==> src/rtl/text_loader.sv <==
// Byte-stream loader for the encoder's token matcher: fills the input RAM, appends a
// 0x00 terminator, then holds cs until match_done. TEXT_LOADER_CASEFOLD_EN lowercases A..Z.
module text_loader #(
  parameter int ADDR_WIDTH = 4,
  parameter int DATA_WIDTH = 8
) (
  input  logic                  clk,
  input  logic                  rst,
  input  logic                  s_valid,
  output logic                  s_ready,
  input  logic [DATA_WIDTH-1:0] s_data,
  input  logic                  s_last,
  output logic                  ram_we,
  output logic [ADDR_WIDTH-1:0] ram_addr,
  output logic [DATA_WIDTH-1:0] ram_wdata,
  output logic                  cs,
  input  logic                  match_done,
  output logic [ADDR_WIDTH-1:0] len,
  output logic                  overflow
);

  // The top address is kept free so the terminator always has a slot.
  localparam logic [ADDR_WIDTH-1:0] LAST_ADDR = '1;

  typedef enum logic [1:0] {LOAD, TERM, RUN} state_t;

  state_t                  state_q, state_d;
  logic [ADDR_WIDTH-1:0]   wr_ptr_q, wr_ptr_d;
  logic                    ram_we_q, ram_we_d;
  logic [ADDR_WIDTH-1:0]   ram_addr_q, ram_addr_d;
  logic [DATA_WIDTH-1:0]   ram_wdata_q, ram_wdata_d;
  logic                    cs_q, cs_d;
  logic                    overflow_q, overflow_d;

  function automatic logic [DATA_WIDTH-1:0] fold(input logic [DATA_WIDTH-1:0] d);
`ifdef TEXT_LOADER_CASEFOLD_EN
    if (d >= DATA_WIDTH'(8'h41) && d <= DATA_WIDTH'(8'h5A))
      return d + DATA_WIDTH'(8'h20);
    return d;
`else
    return d;
`endif
  endfunction

  always_comb begin
    state_d     = state_q;
    wr_ptr_d    = wr_ptr_q;
    ram_we_d    = 1'b0;
    ram_addr_d  = ram_addr_q;
    ram_wdata_d = ram_wdata_q;
    cs_d        = cs_q;
    overflow_d  = overflow_q;
    case (state_q)
      LOAD: begin
        if (s_valid) begin
          // Nulls are skipped: an embedded 0x00 would truncate the matcher input.
          if (s_data != '0) begin
            if (wr_ptr_q == LAST_ADDR) begin
              overflow_d = 1'b1;
            end else begin
              ram_we_d    = 1'b1;
              ram_addr_d  = wr_ptr_q;
              ram_wdata_d = fold(s_data);
              wr_ptr_d    = wr_ptr_q + 1'b1;
            end
          end
          if (s_last) state_d = TERM;
        end
      end
      TERM: begin
        ram_we_d    = 1'b1;
        ram_addr_d  = wr_ptr_q;
        ram_wdata_d = '0;
        state_d     = RUN;
      end
      RUN: begin
        cs_d = 1'b1;
        if (match_done) begin
          cs_d       = 1'b0;
          wr_ptr_d   = '0;
          overflow_d = 1'b0;
          state_d    = LOAD;
        end
      end
      default: state_d = LOAD;
    endcase
  end

  always_ff @(posedge clk) begin
    if (rst) begin
      state_q     <= LOAD;
      wr_ptr_q    <= '0;
      ram_we_q    <= 1'b0;
      ram_addr_q  <= '0;
      ram_wdata_q <= '0;
      cs_q        <= 1'b0;
      overflow_q  <= 1'b0;
    end else begin
      state_q     <= state_d;
      wr_ptr_q    <= wr_ptr_d;
      ram_we_q    <= ram_we_d;
      ram_addr_q  <= ram_addr_d;
      ram_wdata_q <= ram_wdata_d;
      cs_q        <= cs_d;
      overflow_q  <= overflow_d;
    end
  end

  // wr_ptr only advances on payload writes, so it doubles as the payload length.
  assign s_ready   = (state_q == LOAD);
  assign ram_we    = ram_we_q;
  assign ram_addr  = ram_addr_q;
  assign ram_wdata = ram_wdata_q;
  assign cs        = cs_q;
  assign len       = wr_ptr_q;
  assign overflow  = overflow_q;

endmodule
==> config.mk <==
export PLATFORM = sky130hd
export DESIGN_NAME = text_loader
export DESIGN_NICKNAME = d
export VERILOG_FILES = /design/src/rtl/text_loader.sv
export SDC_FILE = /design/constraint.sdc
export NUM_CORES = 1
export LEC_CHECK = 0
export CORE_UTILIZATION = 46
export DETAILED_ROUTE_END_ITERATION = 6
export HOLD_SLACK_MARGIN = 0.12
export PLACE_DENSITY = 0.93
export REMOVE_ABC_BUFFERS = 1
export SLEW_MARGIN = 20
export SYNTH_ARGS = -nofsm -noshare
export SYNTH_HDL_FRONTEND = slang
export SYNTH_SLANG_ARGS = --single-unit
==> constraint.sdc <==
create_clock -name clk -period 3.5 [get_ports clk]
set_input_delay 0.35 -clock clk [delete_from_list [all_inputs] [get_ports clk]]
set_output_delay 0.35 -clock clk [all_outputs]
set_load 0.02 [all_outputs]
### After elaboration in Yosys (flattened, before gate mapping)

Index checks and enable logic that the tools add are counted.

| storage, ports and cells | value |
|---|---|
| bits in latches | 0 |
| output and inout port bits | 20 |
| register bits | 21 |
| memory bits (writable) | 0 |
| ROM bits | 0 |
| input port bits | 13 |
| memories kept | 0 |
| word-level logic and storage cells | 52 |

| cells by class | value |
|---|---|
| bitwise gates (word level) | 0 |
| add/subtract/negate cells | 1 |
| shift-type cells | 0 |
| muxes and demuxes | 27 |
| $mul | 0 |
| div/mod/pow operators | 0 |
| $lt $le $gt $ge | 0 |
| equality and inequality tests | 9 |
| reduce and logical (&&, ||, !) cells | 8 |

Operators with widths:

| kind | count |
|---|---|
| $mux W4 | 7 |
| $mux W8 | 3 |
| $pmux W4 S2 | 2 |
| $pmux W8 S2 | 1 |
| $reduce_and A5 Y1 | 2 |
| $mux W1 | 8 |
| $reduce_bool A8 Y1 | 1 |
| $mux W2 | 3 |
| $ne A2 B1 Y1 const B | 3 |
| $ne A2 B2 Y1 const B | 3 |
| $pmux W2 S3 | 1 |
| $add A4 B1 Y4 const B | 1 |
| $eq A4 B4 Y1 const B | 1 |
| $pmux W1 S2 | 2 |
| $reduce_and A4 Y1 | 1 |
| $reduce_bool A2 Y1 | 2 |
| $reduce_and A3 Y1 | 1 |
| $eq A2 B1 Y1 const B | 1 |
| $eq A2 B2 Y1 const B | 1 |
| $logic_not A2 Y1 | 1 |

### Longest topological paths before layout

Gate-level depths: netlist of the first run.

| logic depth | value |
|---|---|
| depth in word-level cells | 5 |
| mapped depth | 6 |
| gate-level depth less buffers | 5 |

### Worst setup path before layout of the first run

No wires, ideal clock.

| path | value |
|---|---|
| path kind | register to register |
| start point | reg wr_ptr_q[1], in the netlist len[1] |
| end point | reg ram_addr_q[3], in the netlist ram_addr[3] |
| data arrival time | 1556 ps |
| path buffers | 1 |
| period minus slack after synthesis | 1679 ps |
| cell stages (with the launch flop) | 7 |
| slack | 1821 ps |
| setup time | 123 ps |
| cell sequence | dfxtp_1 > ha_1 > and3_1 > a211oi_2 > buf_6 > a21oi_4 > mux2_1 |

| between the ends | value |
|---|---|
| longest elaborated chain between the ends | 3 |

Ends and longest elaborated chain:

| item | line | RTL |
|---|---|---|
| start: declaration | 28 | `logic [ADDR_WIDTH-1:0] wr_ptr_q, wr_ptr_d;` |
| start signal: assignment | 100 | `wr_ptr_q <= wr_ptr_d;` |
| $eq A4 B4 Y1 | 58 | `if (wr_ptr_q == LAST_ADDR) begin` |
| $ne A2 B2 Y1 (no line) | - |  |
| $reduce_and A4 Y1 (no line) | - |  |
| end signal: assignment | 102 | `ram_addr_q <= ram_addr_d;` |
| end: declaration | 30 | `logic [ADDR_WIDTH-1:0] ram_addr_q, ram_addr_d;` |

Every way passes these cells.
A chain may end at the register's enable or synchronous reset.

### Worst setup path in the final report of the first run

| path | value |
|---|---|
| start point | reg state_q[0] |
| end point | out s_ready |

| between the ends | value |
|---|---|
| longest elaborated chain between the ends | 1 |

Ends and longest elaborated chain:

| item | line | RTL |
|---|---|---|
| start: declaration | 27 | `state_t state_q, state_d;` |
| start signal: assignment | 99 | `state_q <= state_d;` |
| $logic_not A2 Y1 | 110 | `assign s_ready = (state_q == LOAD);` |
| end: declaration | 10 | `output logic s_ready,` |

Every way passes these cells.

==> results of run 1 <==
tightest hold or removal path, stage by stage, from the launching register on:
cell and delay (ns):
dfxtp_1 0.33, nand2_1 0.05, mux2i_1 0.05
routing by layer:
layer / part of all wire [%] / global-route usage [%] / vias up
met3: 3.8 / 4.62 / 2
met2: 50 / 34.7 / 21
met1: 45 / 25.5 / 372
met5: 0 / 0 / -
met4: 1.0 / 6.86 / 0
li1: - / - / 407
stage by stage:
step / utilization [%] / hold slack (ns) / setup slack [ns] / power [uW]
2_1_floorplan: - / 0.419 / 1.48 / 313
3_3_place_gp: 70.1 / 0.447 / 1.53 / 361
3_5_place_dp: 70.1 / 0.453 / 1.50 / 363
5_1_grt: 71.6 / 0.495 / 1.61 / 488
6_report: 71.6 / 0.472 / 1.66 / 472
4_1_cts: 71.6 / 0.474 / 1.67 / 474
placed cells by master (no fill, tap or decap), drive strengths merged, types with 2 or more instances in the layout:
cell type / instances
a211oi: 3
a21oi: 4
and3: 3
clkbuf: 4
clkdlybuf4s50: 32
dfxtp: 21
inv: 3
mux2i: 11
nand2: 11
nand3: 3
nor2: 12
nor2b: 2
nor4: 2
o221ai: 2
synthesized netlist by cell type, types with 2 or more instances:
| cell | instances |
|---|---|
| dfxtp_1 | 21 |
| nor2_1 | 12 |
| mux2i_1 | 11 |
| nand2_1 | 11 |
| a21oi_1 | 3 |
| and3_1 | 3 |
| nand3_1 | 3 |
| a211oi_1 | 2 |
| clkbuf_1 | 2 |
| inv_2 | 2 |
| nor2b_1 | 2 |
| nor4_4 | 2 |
| o221ai_1 | 2 |
worst paths after layout:
path / depth (start not counted) / slack, ns / startpoint / end
setup reg to reg: 6 / 1.71 / len[0] / ram_wdata[6]
hold / removal: 2 / 0.47 / ram_addr[1] / ram_addr[1]
setup / recovery: 2 / 1.66 / state_q[0] / s_ready
hold reg to reg: 2 / 0.47 / ram_addr[1] / ram_addr[1]
layout make-up:
type	count	area, sq um
well taps	25	31.3
fillers	133	512
multi-input cells	66	473
inverters	3	11.3
flip-flops and latches	21	420
repair buffers	33	328
clock buffers	4	26.3
state kept, by name, summed over array words and instances, names as in the netlist:
signal     flops
ram_wdata      8
len            4
ram_addr       4
state_q        2
cs             1
overflow       1
ram_we         1
cell families after synthesis:
family | Yosys count | share of synthesized area [%]
mux | 12 | 13.1
fa+ha+maj | 1 | 1.35
flops | 21 | 45.5
simple gates | 37 | 22.4
buf+inv | 6 | 3.25
compound gates | 16 | 14.4
power by group through the flow:
stage / combinational [uW] / sequential (uW) / clock [uW]
finish: 98.3 / 260 / 115
global placement: 96.3 / 264 / 0
global route: 105 / 261 / 122
CTS: 98.6 / 260 / 115
floorplan: 36.0 / 277 / 0
detailed placement: 98.2 / 265 / 0
==> impl_metrics.tcl, run 1 <==
set metrics [dict create \
    cts_resized 0 \
    fmax_mhz 544 \
    syn_area_sq_um 923 \
    ys.flop_type "dfxtp_1" \
    syn_area_per_cell_sq_um 9.93 \
    stdcell_count 152 \
    grt_pass1_vias 728 \
    io_buffers 32 \
    clkTransAtPathRegs_ns 0.11 \
    initial_utilization_pct 51.3 \
    vias 802 \
    synth_edf_count 0 \
    arrival_ns 1.49 \
    vdd_drop_max_v 0.000445 \
    end_kind "primary output" \
    ant_nets 0 \
    power_density_nw_per_um2 366 \
    synth.distinct_cells 30 \
    core_sq_um 1800 \
    routed_wl_microns 1980 \
    yosysTopAreaCell "dfxtp_1" \
    cp_slowest_cell "clkdlybuf4s50_1" \
    pwr-share-clk_pct 24.2 \
    skew_ns 0.0116 \
    period_share_pct 52.5 \
    rsz0062_at_grt "no" \
    rows 15 \
    diodes 0 \
    dpl-instance-area_sq_um 1260 \
    synth_top_cell_area_share_pct 45.5 \
    syn_inst 93 \
    ys_seq_elements 21 \
    worstSetupPathType "reg2out" \
    cts_buffers 3 \
    outcome "complete, no violations" \
    boundaryPins 33 \
    async_flop_share_pct 0 \
    grt_max_degree 12 \
    hold_viol_final 0 \
    maxCapViolations 0 \
    p_leak_uw 0.000492 \
    drtPass1Iterations 4 \
    tns_ns 0 \
    root_buffer "clkbuf_4" \
    clkSinkCount 21 \
    cts_tree "yes" \
    post-route-min-period_ns 1.84 \
    setup_viol 0 \
    slowest_delay_ns 0.63 \
    grt-ovfl-total 0 \
    clkLatencyLatePin_ns 0.30 \
    grt_pass1_wl_microns 3150 \
    share_comb_of_total_power_pct 20.8 \
    dpl.cell_count 148 \
    maxSlewViolCount 0 \
    areaGrowthSynthToFinish_pct 39.7 \
    die_area_sq_um 2190 \
    num-nets-final 142 \
    wire_per_inst_microns 13.0 \
    ys_seq_area_share_pct 45.5 \
    initialDrtViolationCount 21 \
    synthTopCellsByArea "dfxtp_1 (46%), mux2i_1 (12%), nor2_1 (4.9%), nor4_4 (4.6%), nand2_1 (4.5%)" \
    worst_slew_pin_slew_ns 0.518 \
    gp_congestion 0.823 \
    ctsHoldBuffers 0 \
    antenna_found_initial 0 \
    crit_chain "nor2_1 > clkdlybuf4s50_1" \
    crit_family "buffers and inverters" \
    power_switching_uw 128 \
    cts_buffer_depth 2 \
    post-dp-hpwl_microns 1580 \
    yosysWarningCount 0 \
    cp_num_buf_inv 1 \
    slew_headroom_pct 65.5 \
    worstPathMaxFanout 8 \
    fp.dieW_microns 46.8 \
    swShare_pct 27.1 \
    critPathLaunchType "flop" \
    power.internal_uw 344 \
    cts_htree_levels 1 \
    fp.dieH_microns 46.8 \
    track_usage_pct 20.4 \
    vias_per_cell 5.28 \
    hp-class "reg2reg" \
    p_seq_share_pct 55.0 \
    required_ns 3.15 \
    postCtsSetupBuffers 0 \
    drive_above_1_share_pct 8.66 \
    final_area_sq_um 1290 \
    route.detailed.drc 0 \
]
No activity file was read; power rests on OpenSTA's default activity.
==> inputs of run 2 (changes only) <==
CORE_UTILIZATION = 43   (was 46)
PLACE_DENSITY = 0.88   (was 0.93)
clock period = 1.7 ns   (was 3.5 ns; I/O delays follow)
==> run 2 against run 1 <==
- worst hold slack got worse by 0.050 ns
- via count increased by 8.9%
- global-route usage decreased by 0.10 points
- clock-buffer cell count unchanged
- flip-flop and latch count unchanged
- sequential share of layout area decreased by 2.1 points
- critical path type is now reg2reg
==> impl_metrics.tcl, run 2 (synthesis results as in run 1) <==
set metrics [dict create \
    outcome "complete, no violations" \
    drive_above_1_share_pct 16.2 \
    root_buffer "clkbuf_4" \
    vias 873 \
    critPathLaunchType "flop" \
    fin_hold_ws_ns 0.423 \
    largest_reg_flops 8 \
    gp_congestion 0.871 \
    track_usage_pct 20.3 \
    final_area_sq_um 1380 \
    ctsHoldBuffers 0 \
    initial_utilization_pct 46.6 \
    post-dp-hpwl_microns 1670 \
    cts_buffer_depth 2 \
    slowest_delay_ns 0.34 \
    slew_headroom_pct 68.7 \
    maxSlewViolCount 0 \
    cts_tree "yes" \
    cts_buffers 3 \
    areaGrowthSynthToFinish_pct 49.3 \
    post-route-min-period_ns 1.67 \
    multi_input_area_sq_um 485 \
    skew_ns 0.00172 \
    hold_viol_final 0 \
    clkTransAtPathRegs_ns 0.11 \
    final_cell_mix "clkdlybuf4s50_1 (31), dfxtp_1 (21), nor2_1 (12), nand2_1 (11), mux2i_1 (11)" \
    grt_pass1_vias 889 \
    core_sq_um 1980 \
    wire_per_inst_microns 13.5 \
    cp_slowest_cell "dfxtp_1" \
    seq_area_sq_um 420 \
    num-nets-final 151 \
    drtPass1Iterations 4 \
    grt_max_degree 12 \
    cts_htree_levels 1 \
    period_share_pct 98.4 \
    worstSetupPathType "reg2reg" \
    antenna_found_initial 0 \
    end_kind "flop" \
    fillCellCount 155 \
    crit_family "flip-flops" \
    routed_wl_microns 2200 \
    io_buffers 32 \
    worstPathMaxFanout 3 \
    power_density_nw_per_um2 729 \
    p_leak_uw 0.000543 \
    vdd_drop_max_v 0.000454 \
    initialDrtViolationCount 11 \
    setup_viol 0 \
    dpl-instance-area_sq_um 1330 \
    worst_slew_pin_slew_ns 0.469 \
    arrival_ns 1.87 \
    ant_nets 0 \
    cp_num_buf_inv 1 \
    finalPower_uw 1010 \
    vias_per_cell 5.36 \
    rows 16 \
    diodes 0 \
    grt-ovfl-total 0 \
    crit_chain "ha_1 > and3_2 > a211oi_4 > buf_4 > a21oi_4 > mux2_1" \
    fmax_mhz 598 \
    required_ns 1.90 \
    fp.dieW_microns 48.3 \
    grt_pass1_wl_microns 3750 \
    die_area_sq_um 2340 \
    boundaryPins 33 \
    clkSinkCount 21 \
    maxCapViolations 0 \
    layout.cells.most_common "clkdlybuf4s50_1" \
    hp-class "in2reg" \
    clkLatencyLatePin_ns 0.30 \
    fp.dieH_microns 48.3 \
    route.detailed.drc 0 \
]
run 2: cell types whose count changed in the layout (fill, tap and decap cells not counted), sizes merged:
cell and delta:
buf +9, dlymetal6s2s +1, clkdlybuf4s50 -1
run 2: worst reg2reg max path: cells and delay by family (launching register included):
| kind | cells | cell delay [ns] |
|---|---|---|
| and+or+nand+nor | 1 | 0.25 |
| adders and majority gates | 1 | 0.20 |
| muxes | 1 | 0.31 |
| AOI/OAI and AO/OA | 2 | 0.30 |
| buffers and inverters | 1 | 0.17 |
| DFF | 1 | 0.34 |
run 2: path summary, 6_finish.rpt:
check | to | cells past startpoint | slack [ns] | start
max | ram_addr[3] | 6 | 0.03 | len[0]
min reg2reg | ram_addr[1] | 2 | 0.47 | ram_addr[1]
max reg2reg | ram_addr[3] | 6 | 0.03 | len[0]
min | state_q[0] | 2 | 0.42 | s_last
run 2: final cells by class:
cell class / count / area share, %
Multi-Input combinational cell: 66 / 35.2
Sequential cell: 21 / 30.5
Clock buffer: 4 / 1.91
Timing Repair Buffer: 42 / 29.1
Inverter: 3 / 0.817
Tap cell: 27 / 2.45
run 2: per-stage QoR:
stage                     utilization [%]  setup slack (ns)  instances  TNS, ns
after floorplan                         -            -0.321         90    -2.85
final                                69.6            0.0277        163        0
after CTS                            68.8            0.0263        162        0
after detailed placement             66.9            -0.142        158    -1.18
after global routing                 69.6           -0.0107        163  -0.0107
after global placement               66.9           -0.0523        158   -0.414
run 2: what timing repair did:
action	CTS	global route
pin swaps	0	1
setup endpoints to repair	1	9
resized for setup	2	3
buffers inserted	0	1
cloned	0	0
run 2: per-layer routing:
metal | GRT usage (%) | up-vias | share of wire, %
met5 | 0 | - | 0
met2 | 36.9 | 33 | 50
li1 | - | 422 | -
met3 | 5.35 | 4 | 6.2
met1 | 22.8 | 414 | 42
met4 | 6.86 | 0 | 1.1
run 2: power breakdown:
| part | internal, uW | switching, uW | total, uW |
|---|---|---|---|
| clock | 91.6 | 150 | 241 |
| combinational | 121 | 112 | 232 |
| sequential | 516 | 15.8 | 532 |
